[src/rtl/if_id_hazard_ctrl_pkg.sv]
// Shared definitions for the IF/ID hazard controller: state encodings,
// the NOP instruction word and the default register-specifier width.
package if_id_hazard_ctrl_pkg;

   localparam int DEF_REG_W = 5;

   localparam logic [31:0] NOP_INSTR = 32'h0000_0000;

   typedef enum logic [1:0] {
      ST_RUN   = 2'd0,
      ST_STALL = 2'd1,
      ST_WAIT  = 2'd2
   } ctrl_state_t;

endpackage

[src/rtl/if_id_hazard_ctrl_sat_counter.sv]
// Saturating up-counter used for the stall and flush performance counters.
// Holds at all-ones instead of wrapping so a long run never reads as small.
module sat_counter #(
   parameter int W = 16
) (
   input  logic         clk,
   input  logic         rst_n,
   input  logic         inc,
   output logic [W-1:0] count
);

   // Count up on each enabled cycle until every bit is set, then hold
   always_ff @(posedge clk or negedge rst_n) begin
      if (!rst_n) begin
         count <= '0;
      end else if (inc && (count != '1)) begin
         count <= count + 1'b1;
      end
   end

endmodule

[src/rtl/if_id_hazard_ctrl.sv]
// IF/ID pipeline sequencer: decides every cycle whether the PC and IF/ID
// advance, hold or flush, and whether ID/EX takes a bubble. Handles
// load-use hazards, taken branches from EX and data-memory wait states.
module if_id_hazard_ctrl
   import if_id_hazard_ctrl_pkg::*;
#(
   parameter int REG_W             = DEF_REG_W,
   parameter int LOAD_STALL_CYCLES = 1,
   parameter int CNT_W             = 16
) (
   input  logic             clk,
   input  logic             rst_n,
   input  logic [REG_W-1:0] id_rs,
   input  logic [REG_W-1:0] id_rt,
   input  logic             id_uses_rs,
   input  logic             id_uses_rt,
   input  logic             ex_mem_read,
   input  logic [REG_W-1:0] ex_rd,
   input  logic             ex_branch_taken,
   input  logic             mem_busy,
   output logic             pc_write,
   output logic             ifid_write,
   output logic             ifid_flush,
   output logic             idex_bubble,
   output logic [1:0]       ctrl_state,
   output logic [CNT_W-1:0] stall_cnt,
   output logic [CNT_W-1:0] flush_cnt
);

   // Extra stall cycles owed after the first hazard cycle
   localparam logic [2:0] LOAD_EXTRA = 3'(LOAD_STALL_CYCLES - 1);

   ctrl_state_t state;
   ctrl_state_t state_nxt;
   logic [2:0]  scnt;
   logic [2:0]  scnt_nxt;
   logic        hz;
   logic        stall_pend;

   assign hz = ex_mem_read && (ex_rd != '0) &&
               ((id_uses_rs && (id_rs == ex_rd)) ||
                (id_uses_rt && (id_rt == ex_rd)));

   assign ctrl_state = state;

   // Zero-latency decision: outputs and next state from state plus inputs,
   // priority mem_busy > branch > pending stall > new hazard
   always_comb begin
      pc_write    = 1'b1;
      ifid_write  = 1'b1;
      ifid_flush  = 1'b0;
      idex_bubble = 1'b0;
      state_nxt   = ST_RUN;
      scnt_nxt    = 3'd0;
      stall_pend  = (state == ST_STALL) || ((state == ST_WAIT) && (scnt != 3'd0));
      if (!rst_n) begin
         pc_write    = 1'b0;
         ifid_write  = 1'b0;
         ifid_flush  = 1'b1;
         idex_bubble = 1'b1;
      end else if (mem_busy) begin
         pc_write    = 1'b0;
         ifid_write  = 1'b0;
         state_nxt   = ST_WAIT;
         scnt_nxt    = scnt;
      end else if (ex_branch_taken) begin
         ifid_write  = 1'b0;
         ifid_flush  = 1'b1;
         idex_bubble = 1'b1;
      end else if (stall_pend) begin
         pc_write    = 1'b0;
         ifid_write  = 1'b0;
         idex_bubble = 1'b1;
         if (scnt > 3'd1) begin
            state_nxt = ST_STALL;
            scnt_nxt  = scnt - 3'd1;
         end
      end else if (hz) begin
         pc_write    = 1'b0;
         ifid_write  = 1'b0;
         idex_bubble = 1'b1;
         if (LOAD_STALL_CYCLES > 1) begin
            state_nxt = ST_STALL;
            scnt_nxt  = LOAD_EXTRA;
         end
      end
   end

   // State and stall down-counter registers
   always_ff @(posedge clk or negedge rst_n) begin
      if (!rst_n) begin
         state <= ST_RUN;
         scnt  <= 3'd0;
      end else begin
         state <= state_nxt;
         scnt  <= scnt_nxt;
      end
   end

   sat_counter #(.W(CNT_W)) u_stall_cnt (
      .clk   (clk),
      .rst_n (rst_n),
      .inc   (~pc_write),
      .count (stall_cnt)
   );

   sat_counter #(.W(CNT_W)) u_flush_cnt (
      .clk   (clk),
      .rst_n (rst_n),
      .inc   (ifid_flush),
      .count (flush_cnt)
   );

endmodule

[config.mk]
export PLATFORM = sky130hd
export DESIGN_NAME = if_id_hazard_ctrl
export DESIGN_NICKNAME = d
export VERILOG_FILES = /design/src/rtl/if_id_hazard_ctrl_pkg.sv /design/src/rtl/if_id_hazard_ctrl_sat_counter.sv /design/src/rtl/if_id_hazard_ctrl.sv
export SDC_FILE = /design/constraint.sdc
export NUM_CORES = 1
export LEC_CHECK = 0
export BUFFER_PORTS_ARGS = -buffer_cell sky130_fd_sc_hd__buf_2
export CORE_MARGIN = 4
export CORE_UTILIZATION = 50
export DETAILED_ROUTE_END_ITERATION = 12
export PLACE_DENSITY = 0.88
export SYNTH_ARGS = -nofsm -noshare
export SYNTH_HDL_FRONTEND = slang
export SYNTH_SLANG_ARGS = --single-unit
[constraint.sdc]
create_clock -name clk -period 3.1 [get_ports clk]
set_clock_uncertainty 0.15 [all_clocks]
set_input_delay 0.62 -clock clk [delete_from_list [all_inputs] [get_ports clk]]
set_output_delay 0.62 -clock clk [all_outputs]
set_load 0.005 [all_outputs]
; ---- Yosys cells after proc, flatten, opt, wreduce, memory -nomap -nowiden
; Index checks and enable logic that the tools add are counted.
[word_totals]
register_bits = 37
inputBits = 22
[op_classes]
magnitude_cmp = 1
bitwise_logic = 1
addsub = 3
mux = 26
n_eq_ne = 7
n_reduce_logical = 11
[ops]
columns = op, count
row1 = 16-bit by 1-bit adder with 16-bit output (second input constant), 2
row2 = 16-bit inequality test (second input constant), 2
row3 = 1-bit two-way mux, 19
row4 = 3-bit two-way mux, 5
row5 = 5-bit equality test, 2
row6 = 1-bit logical AND, 7
row7 = 5-bit nonzero test, 1
row8 = 2-bit two-way mux, 2
row9 = 3-bit by 1-bit greater-than comparator with 1-bit output (second input constant), 1
row10 = 3-bit nonzero test, 1
row11 = 3-bit by 1-bit subtractor with 3-bit output (second input constant), 1
row12 = 2-bit by 1-bit equality test with 1-bit output (second input constant), 1
row13 = 2-bit equality test (second input constant), 1
row14 = 1-bit logical OR, 2
row15 = 2-bit inequality test (second input constant), 1
row16 = 1-bit inverter, 1

; ---- Logic depth before layout (Yosys ltp)
; Gate-level depths: netlist of run 1.
[depth]
depth_word = 11
depth_mapped = 9
mapped_depth_nobuf = 8

; ---- Hierarchy
; From an unflattened synthesis of run 1, not the netlist that was laid out.
[unflattened]
cells_unflattened = 197
hier_area_um2 = 2194.6
[modules_own_cells]
columns = mod, seq_area_each_um2, area_per_inst_um2, n_inst, cells_per_inst
row1 = sat_counter, 400.4, 859.6, 2, 72
row2 = if_id_hazard_ctrl, 125.1, 475.5, 1, 53

; ---- Worst setup path after synthesis of run 1
; Ideal clock, no wire load.
[synth_timing]
path_kind = input to output
start = input ex_rd[1]
end = output pc_write
cell_stages = 5
arrival_ns = 1.721
path_buffers = 1
slack_ns = 0.609
cell_sequence = or4_1 o21ai_0 or2_2 o21ba_2 buf_6
[synth_via]
elab_chain_len = 9
elab_cells_between_ends = 13
[synth_rtl]
columns = element, line_no
row1 = "start, declared", if_id_hazard_ctrl.sv:18  ; input logic [REG_W-1:0] ex_rd,
row2 = "5-bit equality test, on equally long branches", "if_id_hazard_ctrl.sv:41, if_id_hazard_ctrl.sv:42"
row3 = "1-bit logical AND, on equally long branches", "if_id_hazard_ctrl.sv:41, if_id_hazard_ctrl.sv:42"
row4 = 1-bit logical OR, if_id_hazard_ctrl.sv:41  ; ((id_uses_rs && (id_rs == ex_rd)) ||
row5 = 1-bit logical AND (*), if_id_hazard_ctrl.sv:40  ; assign hz = ex_mem_read && (ex_rd != '0) &&
row6 = 1-bit two-way mux (*), if_id_hazard_ctrl.sv:78  ; end else if (hz) begin
row7 = 1-bit two-way mux (*), if_id_hazard_ctrl.sv:70  ; end else if (stall_pend) begin
row8 = 1-bit two-way mux (*), if_id_hazard_ctrl.sv:66  ; end else if (ex_branch_taken) begin
row9 = 1-bit two-way mux (*), if_id_hazard_ctrl.sv:61  ; end else if (mem_busy) begin
row10 = 1-bit two-way mux (*), if_id_hazard_ctrl.sv:56  ; if (!rst_n) begin
row11 = "end, declared", if_id_hazard_ctrl.sv:21  ; output logic pc_write,
; Every way passes the cells marked *; elsewhere a longest branch is shown, timed or not.

; ---- Worst setup path in the final report of run 1
[layout_timing]
start = input ex_rd[1]
end = output ifid_write
[layout_via]
elab_chain_len = 9
elab_cells_between_ends = 13
[layout_rtl]
columns = element, line_no
row1 = "5-bit equality test, on equally long branches", "if_id_hazard_ctrl.sv:41, if_id_hazard_ctrl.sv:42"
row2 = "1-bit logical AND, on equally long branches", "if_id_hazard_ctrl.sv:41, if_id_hazard_ctrl.sv:42"
row3 = 1-bit logical OR, if_id_hazard_ctrl.sv:41
row4 = 1-bit logical AND (*), if_id_hazard_ctrl.sv:40
row5 = 1-bit two-way mux (*), if_id_hazard_ctrl.sv:78
row6 = 1-bit two-way mux (*), if_id_hazard_ctrl.sv:70
row7 = 1-bit two-way mux (*), if_id_hazard_ctrl.sv:66
row8 = 1-bit two-way mux (*), if_id_hazard_ctrl.sv:61
row9 = 1-bit two-way mux (*), if_id_hazard_ctrl.sv:56
row10 = "end, declared", if_id_hazard_ctrl.sv:22  ; output logic ifid_write,
; Marks and branches as above.

==> run_summary.xml, run 1 <==
<?xml version="1.0" encoding="UTF-8"?>
<metrics>
  <group name="worst_setup_path">
    <metric name="worst_ep_required_time" unit="ns">2.33</metric>
    <metric name="worst_r2r_endpoint" unit="">u_stall_cnt.count[1]</metric>
    <metric name="worst-r2r-setup-slack" unit="ns">0.91</metric>
    <metric name="worstSetupEndpointType" unit="">output pin</metric>
    <metric name="timing.critical_path.arrival" unit="ns">1.95</metric>
    <metric name="timing.critical_path.cells" unit="">buf_2 -&gt; or4_1 -&gt; o21ai_0 -&gt; o21ai_0 -&gt; nor3_1 -&gt; buf_2</metric>
    <metric name="critical_path.slowest_cell" unit="">or4_1</metric>
    <metric name="rr_worst_depth" unit="">9</metric>
    <metric name="worst_path_class_setup" unit="">in2out</metric>
    <metric name="worst_path_fanout_max" unit="">3</metric>
    <metric name="timing.critical_path.slowest_cell_delay" unit="ns">0.52</metric>
    <metric name="worst_setup_path_start_kind" unit="">input port</metric>
    <metric name="worstReg2RegStart" unit="">scnt[0]</metric>
  </group>
  <group name="clock_tree">
    <metric name="cts_tree" unit="">yes</metric>
    <metric name="clock_sink_count" unit="">37</metric>
    <metric name="hold_buffers" unit="">0</metric>
    <metric name="clock_path_buffers" unit="">2</metric>
    <metric name="cts_max_level" unit="">2</metric>
    <metric name="cts-buffers-inserted" unit="">5</metric>
    <metric name="post-cts-setup-buffer-count" unit="">0</metric>
    <metric name="postCtsResizedCells" unit="">0</metric>
    <metric name="clk-insertion-delay-late" unit="ns">0.28</metric>
    <metric name="worst_setup_hold_path_clk_slew" unit="ns">0.07</metric>
    <metric name="clock_tree.root_cell" unit="">clkbuf_8</metric>
  </group>
  <group name="layout">
    <metric name="final_common_cell" unit="">buf_2</metric>
    <metric name="antennaDiodeCount" unit="">0</metric>
    <metric name="drive_above_1_share" unit="">0.307</metric>
    <metric name="fillerInstances" unit="">335</metric>
    <metric name="layout.cells.most_common_list" unit="">buf_2, dfrtp_1, xor2_1</metric>
    <metric name="area_growth_syn_to_layout" unit="%">21.9</metric>
    <metric name="nNetsFinal" unit="">289</metric>
  </group>
  <group name="global_route">
    <metric name="grt_pass1_vias" unit="">1654</metric>
    <metric name="grt_remaining_overflow" unit="">0</metric>
    <metric name="antenna_found_initial" unit="">0</metric>
    <metric name="grt_start_max_net_pins" unit="">29</metric>
    <metric name="grt_first_pass_wirelength" unit="um">7230</metric>
    <metric name="track_usage" unit="">0.176</metric>
  </group>
  <group name="route">
    <metric name="drt_first_pass_iters" unit="">4</metric>
    <metric name="postRouteWirelength" unit="um">4240</metric>
    <metric name="post_drt_antenna_nets" unit="">0</metric>
    <metric name="viasPerCell" unit="">5.27</metric>
    <metric name="routedWlPerCell" unit="um">13.7</metric>
    <metric name="initialDrtViolationCount" unit="">88</metric>
    <metric name="routed_vias" unit="">1629</metric>
    <metric name="drc" unit="">0</metric>
  </group>
  <group name="sta">
    <metric name="minimum_clock_period_after_layout" unit="ns">2.72</metric>
    <metric name="finalMaxSlewViolations" unit="">0</metric>
    <metric name="hold_violations" unit="">0</metric>
    <metric name="timing_worst_slew_pin_value" unit="ns">0.531</metric>
    <metric name="hold_ws" unit="ns">0.0732</metric>
    <metric name="slew_headroom" unit="">0.642</metric>
    <metric name="rsz_0062_raised_after_global_routing" unit="">no</metric>
    <metric name="post-route-period-util" unit="">0.879</metric>
    <metric name="finalSetupViolations" unit="">0</metric>
    <metric name="fin_setup_tns" unit="ns">0</metric>
    <metric name="timing.fmax" unit="GHz">0.367</metric>
  </group>
  <group name="logic_synthesis">
    <metric name="netlist_instances" unit="">195</metric>
    <metric name="netlist_area" unit="mm^2">0.00199</metric>
    <metric name="syn_nets" unit="">222</metric>
    <metric name="yosysWarnings" unit="">0</metric>
    <metric name="synth-edff-count" unit="">0</metric>
    <metric name="yosysSeqAreaShare" unit="">0.466</metric>
    <metric name="dominantRegCellSynth" unit="">dfrtp_1</metric>
    <metric name="syn-mean-instance-area" unit="um^2">10.2</metric>
    <metric name="synth-async-reset-ratio" unit="">1.00</metric>
    <metric name="ys_types" unit="">37</metric>
    <metric name="yosys_register_bits" unit="">37</metric>
  </group>
  <group name="floorplanning">
    <metric name="die_area" unit="mm^2">0.00504</metric>
    <metric name="die_width" unit="um">71.0</metric>
    <metric name="initial_utilization" unit="">0.530</metric>
    <metric name="core.rowCount" unit="">22</metric>
    <metric name="floorplan.io_pins" unit="">60</metric>
    <metric name="die_h" unit="um">71.0</metric>
    <metric name="core" unit="mm^2">0.00374</metric>
  </group>
  <group name="outcome">
    <metric name="outcome" unit="">finished, final reports clean</metric>
  </group>
  <group name="power_and_ir_drop">
    <metric name="power_density" unit="mW/mm^2">645</metric>
    <metric name="static_leakage" unit="uW">0.00115</metric>
    <metric name="total_power" unit="uW">1560</metric>
    <metric name="worst_ir_drop_vdd" unit="mV">0.335</metric>
  </group>
  <group name="min_path">
    <metric name="hold_path_class" unit="">in2async</metric>
  </group>
  <group name="job">
    <metric name="maxCapViolations" unit="">0</metric>
  </group>
  <group name="placement">
    <metric name="io_buffer_count" unit="">59</metric>
    <metric name="gpl.final_weighted_congestion" unit="">0.805</metric>
    <metric name="hpwlAfterDp" unit="um">3340</metric>
  </group>
</metrics>
## metal layers
metal  GRT usage  vias to the layer above  routed length, um
li1            -                      807                  -
met1       0.206                      770               1790
met5           0                        -                  0
met4      0.0459                        0                 22
met3      0.0625                        2                329
met2       0.306                       50               2100
## cells by family after synthesis
logic type | Yosys count | share of synthesized area
compound gates | 22 | 0.0706
fa+ha+maj | 5 | 0.0315
flops | 37 | 0.466
mux | 3 | 0.0170
xor+xnor | 37 | 0.163
buf+inv | 12 | 0.0271
simple gates | 79 | 0.224
## how the worst max path moves through the flow
| stage | startpoint | endpoint | slack [ns] | cells past startpoint |
|---|---|---|---|---|
| floorplan | ex_rd[1] | pc_write | 0.61 | 5 |
| global placement | ex_rd[3] | idex_bubble | 0.42 | 8 |
| detailed placement | ex_rd[4] | idex_bubble | 0.39 | 8 |
| CTS | ex_rd[4] | idex_bubble | 0.38 | 8 |
| global route | ex_rd[4] | idex_bubble | 0.23 | 8 |
| finish | ex_rd[1] | ifid_write | 0.38 | 6 |
## stage by stage
stage | setup slack (ns) | instances | util | area [um^2]
CTS | 0.384 | 309 | 0.647 | 2420
global placement | 0.424 | 303 | 0.627 | 2350
detailed placement | 0.394 | 303 | 0.627 | 2350
global route | 0.226 | 309 | 0.647 | 2420
floorplan | 0.609 | 195 | - | 1990
finish | 0.375 | 309 | 0.647 | 2420
## flip-flops by register name, indices dropped and copies added (netlist names)
register and cells:
ctrl_state 2, scnt 3, u_flush_cnt.count 16, u_stall_cnt.count 16
## worst max-delay path: cells and delay by family
| kind | cells | cell delay [ns] |
|---|---|---|
| compound gates | 2 | 0.38 |
| simple gates | 2 | 0.69 |
| buf+inv | 2 | 0.27 |
## cell usage after synthesis (2+ instances only)
cell       n  share of area
or3_1      2         0.0063
inv_1     10          0.019
nand2_1   19          0.036
nand4_1    7          0.022
nor4_4     2          0.021
nor2b_1    3         0.0095
or4_1      2         0.0076
o21ai_0    8          0.020
and3_1     3         0.0095
nor3_1     7          0.018
xnor2_1   10          0.044
nor4_1     3         0.0095
nand2b_1   3         0.0095
nor2_1    13          0.025
a31oi_1    2         0.0063
ha_1       5          0.032
nand3_1    7          0.018
xor2_1    27           0.12
mux2_2     3          0.017
dfrtp_1   37           0.47
or2_2      2         0.0063
nor4b_1    2         0.0088
a21oi_1    4          0.010
## report_power, final
part	switching (uW)	internal, uW
Sequential	165	620
Combinational	231	246
Clock	151	148
## layout make-up
| type | count | area, um^2 | area share |
|---|---|---|---|
| clock buffer | 5 | 68.8 | 0.0284 |
| clock inverter | 1 | 5.00 | 0.00207 |
| inverter | 10 | 37.5 | 0.0155 |
| multi-input combinational | 146 | 1010 | 0.416 |
| sequential | 37 | 926 | 0.382 |
| tap | 48 | 60.1 | 0.0248 |
| timing repair buffer | 62 | 318 | 0.131 |
Power figures use the tool's default switching activity.
==> run 2, diff against run 1 <==
CORE_MARGIN = unset   (was 4)
PLACE_DENSITY = unset   (was 0.88)
PLACE_DENSITY_LB_ADDON = 0.2   (was unset)
SYNTH_HIERARCHICAL = 1   (was unset)
==> run 2 against run 1 <==
  * Clock power increased by 42%
  * Maximum frequency increased by 5.2%
  * Critical path type unchanged
  * Non-clock buffer count is 1 higher
  * Utilization rose by 0.91 points
  * Worst setup slack better by 0.14 ns
  * Register-to-register slack lost 0.20 ns
==> run_summary.xml, run 2 <==
<?xml version="1.0" encoding="UTF-8"?>
<metrics>
  <group name="outcome">
    <metric name="outcome" unit="">finished, final reports clean</metric>
  </group>
  <group name="global_route">
    <metric name="grt_start_max_net_pins" unit="">25</metric>
    <metric name="gr-usage-met2" unit="">0.362</metric>
    <metric name="track_usage" unit="">0.220</metric>
    <metric name="global_route.peak_usage_layer" unit="">met2</metric>
    <metric name="grt_first_pass_wirelength" unit="um">7570</metric>
    <metric name="use_met1" unit="">0.274</metric>
    <metric name="groute.layer.met3.usage" unit="">0.0550</metric>
    <metric name="grt_remaining_overflow" unit="">0</metric>
    <metric name="grt_pass1_vias" unit="">1685</metric>
    <metric name="antenna_found_initial" unit="">0</metric>
  </group>
  <group name="power_and_ir_drop">
    <metric name="power_density" unit="mW/mm^2">562</metric>
    <metric name="power.switching_fraction" unit="">0.330</metric>
    <metric name="power.share.clock" unit="">0.281</metric>
    <metric name="static_leakage" unit="uW">0.00129</metric>
    <metric name="power.switching" unit="uW">501</metric>
    <metric name="total_power" unit="uW">1520</metric>
    <metric name="worst_ir_drop_vdd" unit="mV">0.397</metric>
    <metric name="cellInternalPower" unit="uW">1020</metric>
    <metric name="power.sequential.fraction" unit="">0.473</metric>
    <metric name="power_frac_comb" unit="">0.246</metric>
  </group>
  <group name="worst_setup_path">
    <metric name="worst_ep_required_time" unit="ns">2.33</metric>
    <metric name="worstSetupEndpointType" unit="">output pin</metric>
    <metric name="worst_path_most_repeated_cell" unit="">buf_2</metric>
    <metric name="timing.critical_path.slowest_cell_delay" unit="ns">0.54</metric>
    <metric name="worst_path_class_setup" unit="">in2out</metric>
    <metric name="endpoint" unit="">pc_write</metric>
    <metric name="worst_r2r_endpoint" unit="">u_stall_cnt/count[7]</metric>
    <metric name="worst-r2r-setup-slack" unit="ns">0.71</metric>
    <metric name="rr_worst_depth" unit="">12</metric>
    <metric name="critical_path.slowest_cell" unit="">or4_1</metric>
    <metric name="worst_setup_path_start_kind" unit="">input port</metric>
    <metric name="worst_path_fanout_max" unit="">3</metric>
    <metric name="crit_start" unit="">ex_rd[1]</metric>
    <metric name="worstReg2RegStart" unit="">scnt[1]</metric>
    <metric name="timing.critical_path.arrival" unit="ns">1.82</metric>
    <metric name="timing.critical_path.cells" unit="">buf_2 -&gt; or4_1 -&gt; o21ai_2 -&gt; or2b_2 -&gt; o21a_1 -&gt; buf_2</metric>
  </group>
  <group name="layout">
    <metric name="utilization" unit="">0.656</metric>
    <metric name="final_common_cell" unit="">buf_2</metric>
    <metric name="multi_input_area" unit="mm^2">0.00125</metric>
    <metric name="nNetsFinal" unit="">294</metric>
    <metric name="antennaDiodeCount" unit="">0</metric>
    <metric name="top_regs" unit="">u_flush_cnt/count (16), u_stall_cnt/count (16), scnt (3)</metric>
    <metric name="fillerInstances" unit="">352</metric>
    <metric name="final-seq-area" unit="um^2">926</metric>
    <metric name="area_growth_syn_to_layout" unit="%">23.0</metric>
    <metric name="drive_above_1_share" unit="">0.354</metric>
    <metric name="layout.cells.most_common_list" unit="">buf_2, dfrtp_1, nand4_1</metric>
  </group>
  <group name="sta">
    <metric name="rsz_0062_raised_after_global_routing" unit="">no</metric>
    <metric name="finalSetupViolations" unit="">0</metric>
    <metric name="finalMaxSlewViolations" unit="">0</metric>
    <metric name="timing.fmax" unit="GHz">0.386</metric>
    <metric name="minimum_clock_period_after_layout" unit="ns">2.59</metric>
    <metric name="slew_headroom" unit="">0.753</metric>
    <metric name="hold_ws" unit="ns">0.0964</metric>
    <metric name="fin_setup_tns" unit="ns">0</metric>
    <metric name="hold_violations" unit="">0</metric>
    <metric name="post-route-period-util" unit="">0.835</metric>
    <metric name="timing_worst_slew_pin_value" unit="ns">0.370</metric>
  </group>
  <group name="clock_tree">
    <metric name="cts_tree" unit="">yes</metric>
    <metric name="clock_path_buffers" unit="">2</metric>
    <metric name="post-cts-setup-buffer-count" unit="">0</metric>
    <metric name="hold_buffers" unit="">0</metric>
    <metric name="cts-buffers-inserted" unit="">5</metric>
    <metric name="postCtsResizedCells" unit="">0</metric>
    <metric name="clk-insertion-delay-late" unit="ns">0.28</metric>
    <metric name="cts_max_level" unit="">2</metric>
    <metric name="clock_tree.root_cell" unit="">clkbuf_8</metric>
    <metric name="clock_sink_count" unit="">37</metric>
    <metric name="worst_setup_hold_path_clk_slew" unit="ns">0.07</metric>
  </group>
  <group name="logic_synthesis">
    <metric name="yosysWarnings" unit="">6</metric>
    <metric name="synth_largest_area_cell" unit="">dfrtp_1</metric>
    <metric name="synth-edff-count" unit="">0</metric>
    <metric name="ys_types" unit="">43</metric>
    <metric name="netlist_area" unit="mm^2">0.00219</metric>
    <metric name="syn_nets" unit="">224</metric>
    <metric name="yosys.area.top_type_share" unit="">0.422</metric>
    <metric name="synth-async-reset-ratio" unit="">1.00</metric>
    <metric name="yosys_register_bits" unit="">37</metric>
    <metric name="dominantRegCellSynth" unit="">dfrtp_1</metric>
    <metric name="yosysSeqAreaShare" unit="">0.422</metric>
    <metric name="syn-mean-instance-area" unit="um^2">11.1</metric>
    <metric name="ys_top_cells_by_area" unit="">dfrtp_1, xnor2_1, xor2_1</metric>
    <metric name="netlist_top_cells_count" unit="">dfrtp_1, nand4_1, xnor2_1, xor2_1, o21a_1</metric>
    <metric name="synth.most_common_cell" unit="">dfrtp_1</metric>
    <metric name="netlist_instances" unit="">197</metric>
  </group>
  <group name="floorplanning">
    <metric name="floorplan.io_pins" unit="">60</metric>
    <metric name="core" unit="mm^2">0.00412</metric>
    <metric name="initial_utilization" unit="">0.533</metric>
    <metric name="die_area" unit="mm^2">0.00466</metric>
    <metric name="die_h" unit="um">68.3</metric>
    <metric name="core.rowCount" unit="">23</metric>
    <metric name="die_width" unit="um">68.3</metric>
  </group>
  <group name="route">
    <metric name="post_drt_antenna_nets" unit="">0</metric>
    <metric name="drt_first_pass_iters" unit="">4</metric>
    <metric name="initialDrtViolationCount" unit="">77</metric>
    <metric name="routedWlPerCell" unit="um">14.7</metric>
    <metric name="drc" unit="">0</metric>
    <metric name="routed_vias" unit="">1803</metric>
    <metric name="viasPerCell" unit="">5.67</metric>
    <metric name="postRouteWirelength" unit="um">4670</metric>
  </group>
  <group name="placement">
    <metric name="io_buffer_count" unit="">59</metric>
    <metric name="hpwlAfterDp" unit="um">3510</metric>
    <metric name="gpl.final_weighted_congestion" unit="">0.778</metric>
  </group>
  <group name="job">
    <metric name="maxCapViolations" unit="">0</metric>
  </group>
  <group name="min_path">
    <metric name="hold_path_class" unit="">in2async</metric>
  </group>
</metrics>
run 2: changes by cell type after synthesis, moves of 4 or more:
| cell | delta |
|---|---|
| inv_1 | -4 |
| nor3_1 | -7 |
| a31oi_1 | +4 |
| nand2_1 | -9 |
| nand4_1 | +9 |
| nor2_1 | -9 |
| xor2_1 | -15 |
| o21a_1 | +10 |
run 2: layout make-up:
class | count | area share
tap | 50 | 0.0232
sequential | 37 | 0.343
timing repair buffer | 63 | 0.121
multi-input combinational | 154 | 0.462
inverter | 6 | 0.00834
clock inverter | 1 | 0.0111
clock buffer | 7 | 0.0320
run 2: per-layer routing:
layer  part of all wire  vias up
met2               0.47       56
met3              0.060        2
li1                   -      896
met5                  0        -
met4             0.0054        0
met1               0.47      849
run 2: metrics by stage:
stage	worst slack [ns]	instances	instance area [um^2]
detailed placement	0.273	310	2580
global route	0.422	318	2700
finish	0.511	318	2700
CTS	0.515	318	2700
global placement	0.306	310	2580
floorplan	0.436	197	2190
run 2: worst min path at each step:
stage	startpoint	to	slack, ns
final	rst_n	ctrl_state[1]	0.1
after floorplan	rst_n	ctrl_state[0]	0.17
after global placement	u_stall_cnt/count[15]	u_stall_cnt/count[15]	0.36
after detailed placement	u_stall_cnt/count[15]	u_stall_cnt/count[15]	0.37
after CTS	rst_n	ctrl_state[1]	0.1
after global routing	rst_n	ctrl_state[0]	0.10
run 2: power groups by stage:
stage / clock network (uW) / logic (uW) / registers (uW)
global route: 459 / 419 / 737
detailed placement: 0 / 374 / 727
CTS: 438 / 376 / 718
floorplan: 0 / 210 / 709
global placement: 0 / 363 / 726
finish: 426 / 373 / 718
run 2: logic make-up (layout without fill, tap and decap cells):
logic type	count (synthesis)	after routing	share of synthesized area
buffers and inverters	6	77	0.0103
AO/OA/AOI/OAI	46	46	0.158
AND/OR/NAND/NOR	77	77	0.275
XOR/XNOR	24	24	0.0958
flip-flops	37	37	0.422
multiplexers	2	2	0.0103
adder cells (fa/ha/maj)	5	5	0.0285
run 2: worst max-delay path, delay by kind of cell:
family / cells / cell delay, ns
AO/OA/AOI/OAI: 2 / 0.28
buffers and inverters: 2 / 0.23
AND/OR/NAND/NOR: 2 / 0.68
==> run 3, diff against run 2 <==
ABC_AREA = 1   (was unset)
clock period = 2.58 ns   (was 3.1 ns; I/O delays follow)
==> run 3 against run 2 <==
  * Routed wire length increased by 26%
  * Register-to-register slack got worse by 0.28 ns
  * Clock-buffer cell count increased by 1
  * Hold slack improved by 0.085 ns
  * First-iteration DRC count increased by 90%
  * Power increased by 17%
  * Via count increased by 42%
  * Area after synthesis increased by 21%
  * Cell area increased by 14%
  * Synthesized cell count increased by 100%
  * Critical path type is now reg2out
  * Largest cell class unchanged
  * Highest routed layer unchanged
==> run_summary.xml, run 3 <==
<?xml version="1.0" encoding="UTF-8"?>
<metrics>
  <group name="outcome">
    <metric name="outcome" unit="">finished, final reports clean</metric>
  </group>
  <group name="layout">
    <metric name="final_common_cell" unit="">nand2_1</metric>
    <metric name="top_regs" unit="">u_flush_cnt/count (16), u_stall_cnt/count (16), scnt (3)</metric>
    <metric name="layout.cells.most_common_list" unit="">nand2_1, buf_2, inv_1</metric>
    <metric name="post-route-cell-area" unit="mm^2">0.00309</metric>
    <metric name="nNetsFinal" unit="">488</metric>
    <metric name="post_layout_nonfiller_instances" unit="">533</metric>
    <metric name="drive_above_1_share" unit="">0.219</metric>
    <metric name="area_growth_syn_to_layout" unit="%">16.4</metric>
    <metric name="utilization" unit="">0.605</metric>
  </group>
  <group name="worst_setup_path">
    <metric name="worst_ep_required_time" unit="ns">1.91</metric>
    <metric name="worst_path_class_setup" unit="">reg2out</metric>
    <metric name="worst_path_fanout_max" unit="">4</metric>
    <metric name="timing.critical_path.arrival" unit="ns">1.58</metric>
    <metric name="worst_setup_path_start_kind" unit="">flop</metric>
    <metric name="worstSetupEndpointType" unit="">output pin</metric>
  </group>
  <group name="floorplanning">
    <metric name="initial_utilization" unit="">0.520</metric>
    <metric name="die_area" unit="mm^2">0.00560</metric>
    <metric name="floorplan.io_pins" unit="">60</metric>
    <metric name="die_h" unit="um">74.9</metric>
    <metric name="core" unit="mm^2">0.00511</metric>
    <metric name="die_width" unit="um">74.9</metric>
    <metric name="core.rowCount" unit="">26</metric>
  </group>
  <group name="clock_tree">
    <metric name="clk-insertion-delay-late" unit="ns">0.29</metric>
    <metric name="hold_buffers" unit="">0</metric>
    <metric name="post-cts-setup-buffer-count" unit="">0</metric>
    <metric name="worst_setup_hold_path_clk_slew" unit="ns">0.07</metric>
    <metric name="clock_tree.root_cell" unit="">clkbuf_8</metric>
    <metric name="cts_tree" unit="">yes</metric>
    <metric name="clock_sink_count" unit="">37</metric>
    <metric name="cts_max_level" unit="">2</metric>
    <metric name="clock_path_buffers" unit="">2</metric>
    <metric name="postCtsResizedCells" unit="">0</metric>
    <metric name="cts-buffers-inserted" unit="">5</metric>
  </group>
  <group name="logic_synthesis">
    <metric name="syn-mean-instance-area" unit="um^2">6.68</metric>
    <metric name="synth.most_common_cell" unit="">nand2_1</metric>
    <metric name="netlist_area" unit="mm^2">0.00265</metric>
    <metric name="yosys_register_bits" unit="">37</metric>
    <metric name="syn_nets" unit="">424</metric>
    <metric name="synth_largest_area_cell" unit="">dfrtp_1</metric>
    <metric name="ys_types" unit="">20</metric>
    <metric name="synth-edff-count" unit="">0</metric>
    <metric name="netlist_instances" unit="">397</metric>
    <metric name="synth-async-reset-ratio" unit="">1.00</metric>
    <metric name="netlist_top_cells_count" unit="">nand2_1, inv_1, nor2_1</metric>
    <metric name="yosysSeqAreaShare" unit="">0.349</metric>
    <metric name="yosysWarnings" unit="">6</metric>
    <metric name="yosys.area.top_type_share" unit="">0.349</metric>
    <metric name="dominantRegCellSynth" unit="">dfrtp_1</metric>
    <metric name="ys_top_cells_by_area" unit="">dfrtp_1, nand2_1, inv_1</metric>
  </group>
  <group name="placement">
    <metric name="preCtsSetupSlack" unit="ns">0.352</metric>
    <metric name="dpl-instance-area" unit="mm^2">0.00301</metric>
    <metric name="hpwlAfterDp" unit="um">4540</metric>
    <metric name="gpl.final_weighted_congestion" unit="">0.805</metric>
    <metric name="io_buffer_count" unit="">59</metric>
    <metric name="placed_cells_incl_taps" unit="">524</metric>
  </group>
  <group name="route">
    <metric name="drt_first_pass_iters" unit="">4</metric>
    <metric name="initialDrtViolationCount" unit="">146</metric>
    <metric name="drc" unit="">0</metric>
    <metric name="routed_vias" unit="">2556</metric>
    <metric name="postRouteWirelength" unit="um">5900</metric>
    <metric name="routedWlPerCell" unit="um">11.1</metric>
    <metric name="viasPerCell" unit="">4.80</metric>
    <metric name="post_drt_antenna_nets" unit="">0</metric>
  </group>
  <group name="sta">
    <metric name="finalSetupViolations" unit="">0</metric>
    <metric name="hold_violations" unit="">0</metric>
    <metric name="post-route-period-util" unit="">0.870</metric>
    <metric name="final_critical_path_setup_slack" unit="ns">0.335</metric>
    <metric name="timing.fmax" unit="GHz">0.445</metric>
    <metric name="slew_headroom" unit="">0.680</metric>
    <metric name="finalMaxSlewViolations" unit="">0</metric>
    <metric name="fin_setup_tns" unit="ns">0</metric>
    <metric name="minimum_clock_period_after_layout" unit="ns">2.24</metric>
    <metric name="rsz_0062_raised_after_global_routing" unit="">no</metric>
    <metric name="timing_worst_slew_pin_value" unit="ns">0.481</metric>
  </group>
  <group name="power_and_ir_drop">
    <metric name="worst_ir_drop_vdd" unit="mV">0.284</metric>
    <metric name="static_leakage" unit="uW">0.00162</metric>
    <metric name="power_density" unit="mW/mm^2">574</metric>
  </group>
  <group name="global_route">
    <metric name="grt_start_max_net_pins" unit="">38</metric>
    <metric name="antenna_found_initial" unit="">1</metric>
    <metric name="grt_first_pass_wirelength" unit="um">9680</metric>
    <metric name="track_usage" unit="">0.224</metric>
    <metric name="grt_remaining_overflow" unit="">0</metric>
    <metric name="grt_pass1_vias" unit="">2209</metric>
  </group>
  <group name="min_path">
    <metric name="hold_path_class" unit="">in2async</metric>
  </group>
  <group name="job">
    <metric name="maxCapViolations" unit="">0</metric>
  </group>
</metrics>
[run 3: cell count changes in the layout (fill, tap and decap cells not counted), sizes merged, moves of 6 or more]
cell	change
a31oi	-6
and4	-6
inv	+46
nand2	+165
nand4	-7
nor2	+48
nor4	-6
o21a	-11
o21ai	+15
xor2	-10
[run 3: cell type report]
| class | instances | area (um^2) |
|---|---|---|
| fillers | 513 | 2020 |
| multi-input cells | 304 | 1490 |
| flip-flops and latches | 37 | 926 |
| repair buffers | 61 | 310 |
| inverters | 52 | 195 |
| well taps | 70 | 87.6 |
| clock buffers | 8 | 80.1 |
| diodes | 1 | 2.50 |
[run 3: stage by stage]
step	hold WS (ns)	total power, uW
3_5_place_dp	0.383	1390
2_1_floorplan	0.0704	1180
4_1_cts	0.207	1790
6_report	0.182	1770
3_3_place_gp	0.367	1380
5_1_grt	0.235	1910
[run 3: worst max-delay path, stage by stage, from the launching register on]
cell and delay, ns:
dfrtp_1 0.38, inv_1 0.09, ha_1 0.20, nand2_1 0.06
nand3_1 0.05, o21ai_0 0.12, inv_1 0.09, nand2_2 0.10
nand2_1 0.05, nand2_1 0.05, buf_2 0.11
[run 3: report_power, final]
group / switching, uW / internal, uW
logic: 298 / 236
clock network: 197 / 192
registers: 162 / 686
total: 658 / 1110
[run 3: metal layers]
layer  vias to the layer above  track usage  wire length [um]
met5                         -            0                 0
met4                         0       0.0629                63
met3                         6       0.0522               323
met2                        71        0.366              2710
met1                      1123        0.297              2810
li1                       1356            -                 -
[run 3: logic make-up (layout without fill, tap and decap cells)]
family | count (synthesis) | after routing | synth area share
AND/OR/NAND/NOR | 260 | 260 | 0.438
other | 0 | 1 | 0
adder cells (fa/ha/maj) | 5 | 5 | 0.0236
AO/OA/AOI/OAI | 26 | 26 | 0.0556
buffers and inverters | 56 | 121 | 0.0905
flip-flops | 37 | 37 | 0.349
XOR/XNOR | 13 | 13 | 0.0429
[run 3: path summary, 6_finish.rpt]
check / cells past startpoint / to / slack, ns / start
worst max-delay path: 10 / idex_bubble / 0.34 / scnt[0]
worst min-delay path: 2 / u_stall_cnt/count[4] / 0.18 / rst_n
worst max register to register: 13 / u_stall_cnt/count[7] / 0.43 / scnt[0]
worst min register to register: 1 / scnt[0] / 0.39 / scnt[0]
max in group asynchronous: 2 / u_stall_cnt/count[11] / 1.76 / rst_n
min in group clk: 1 / scnt[0] / 0.39 / scnt[0]
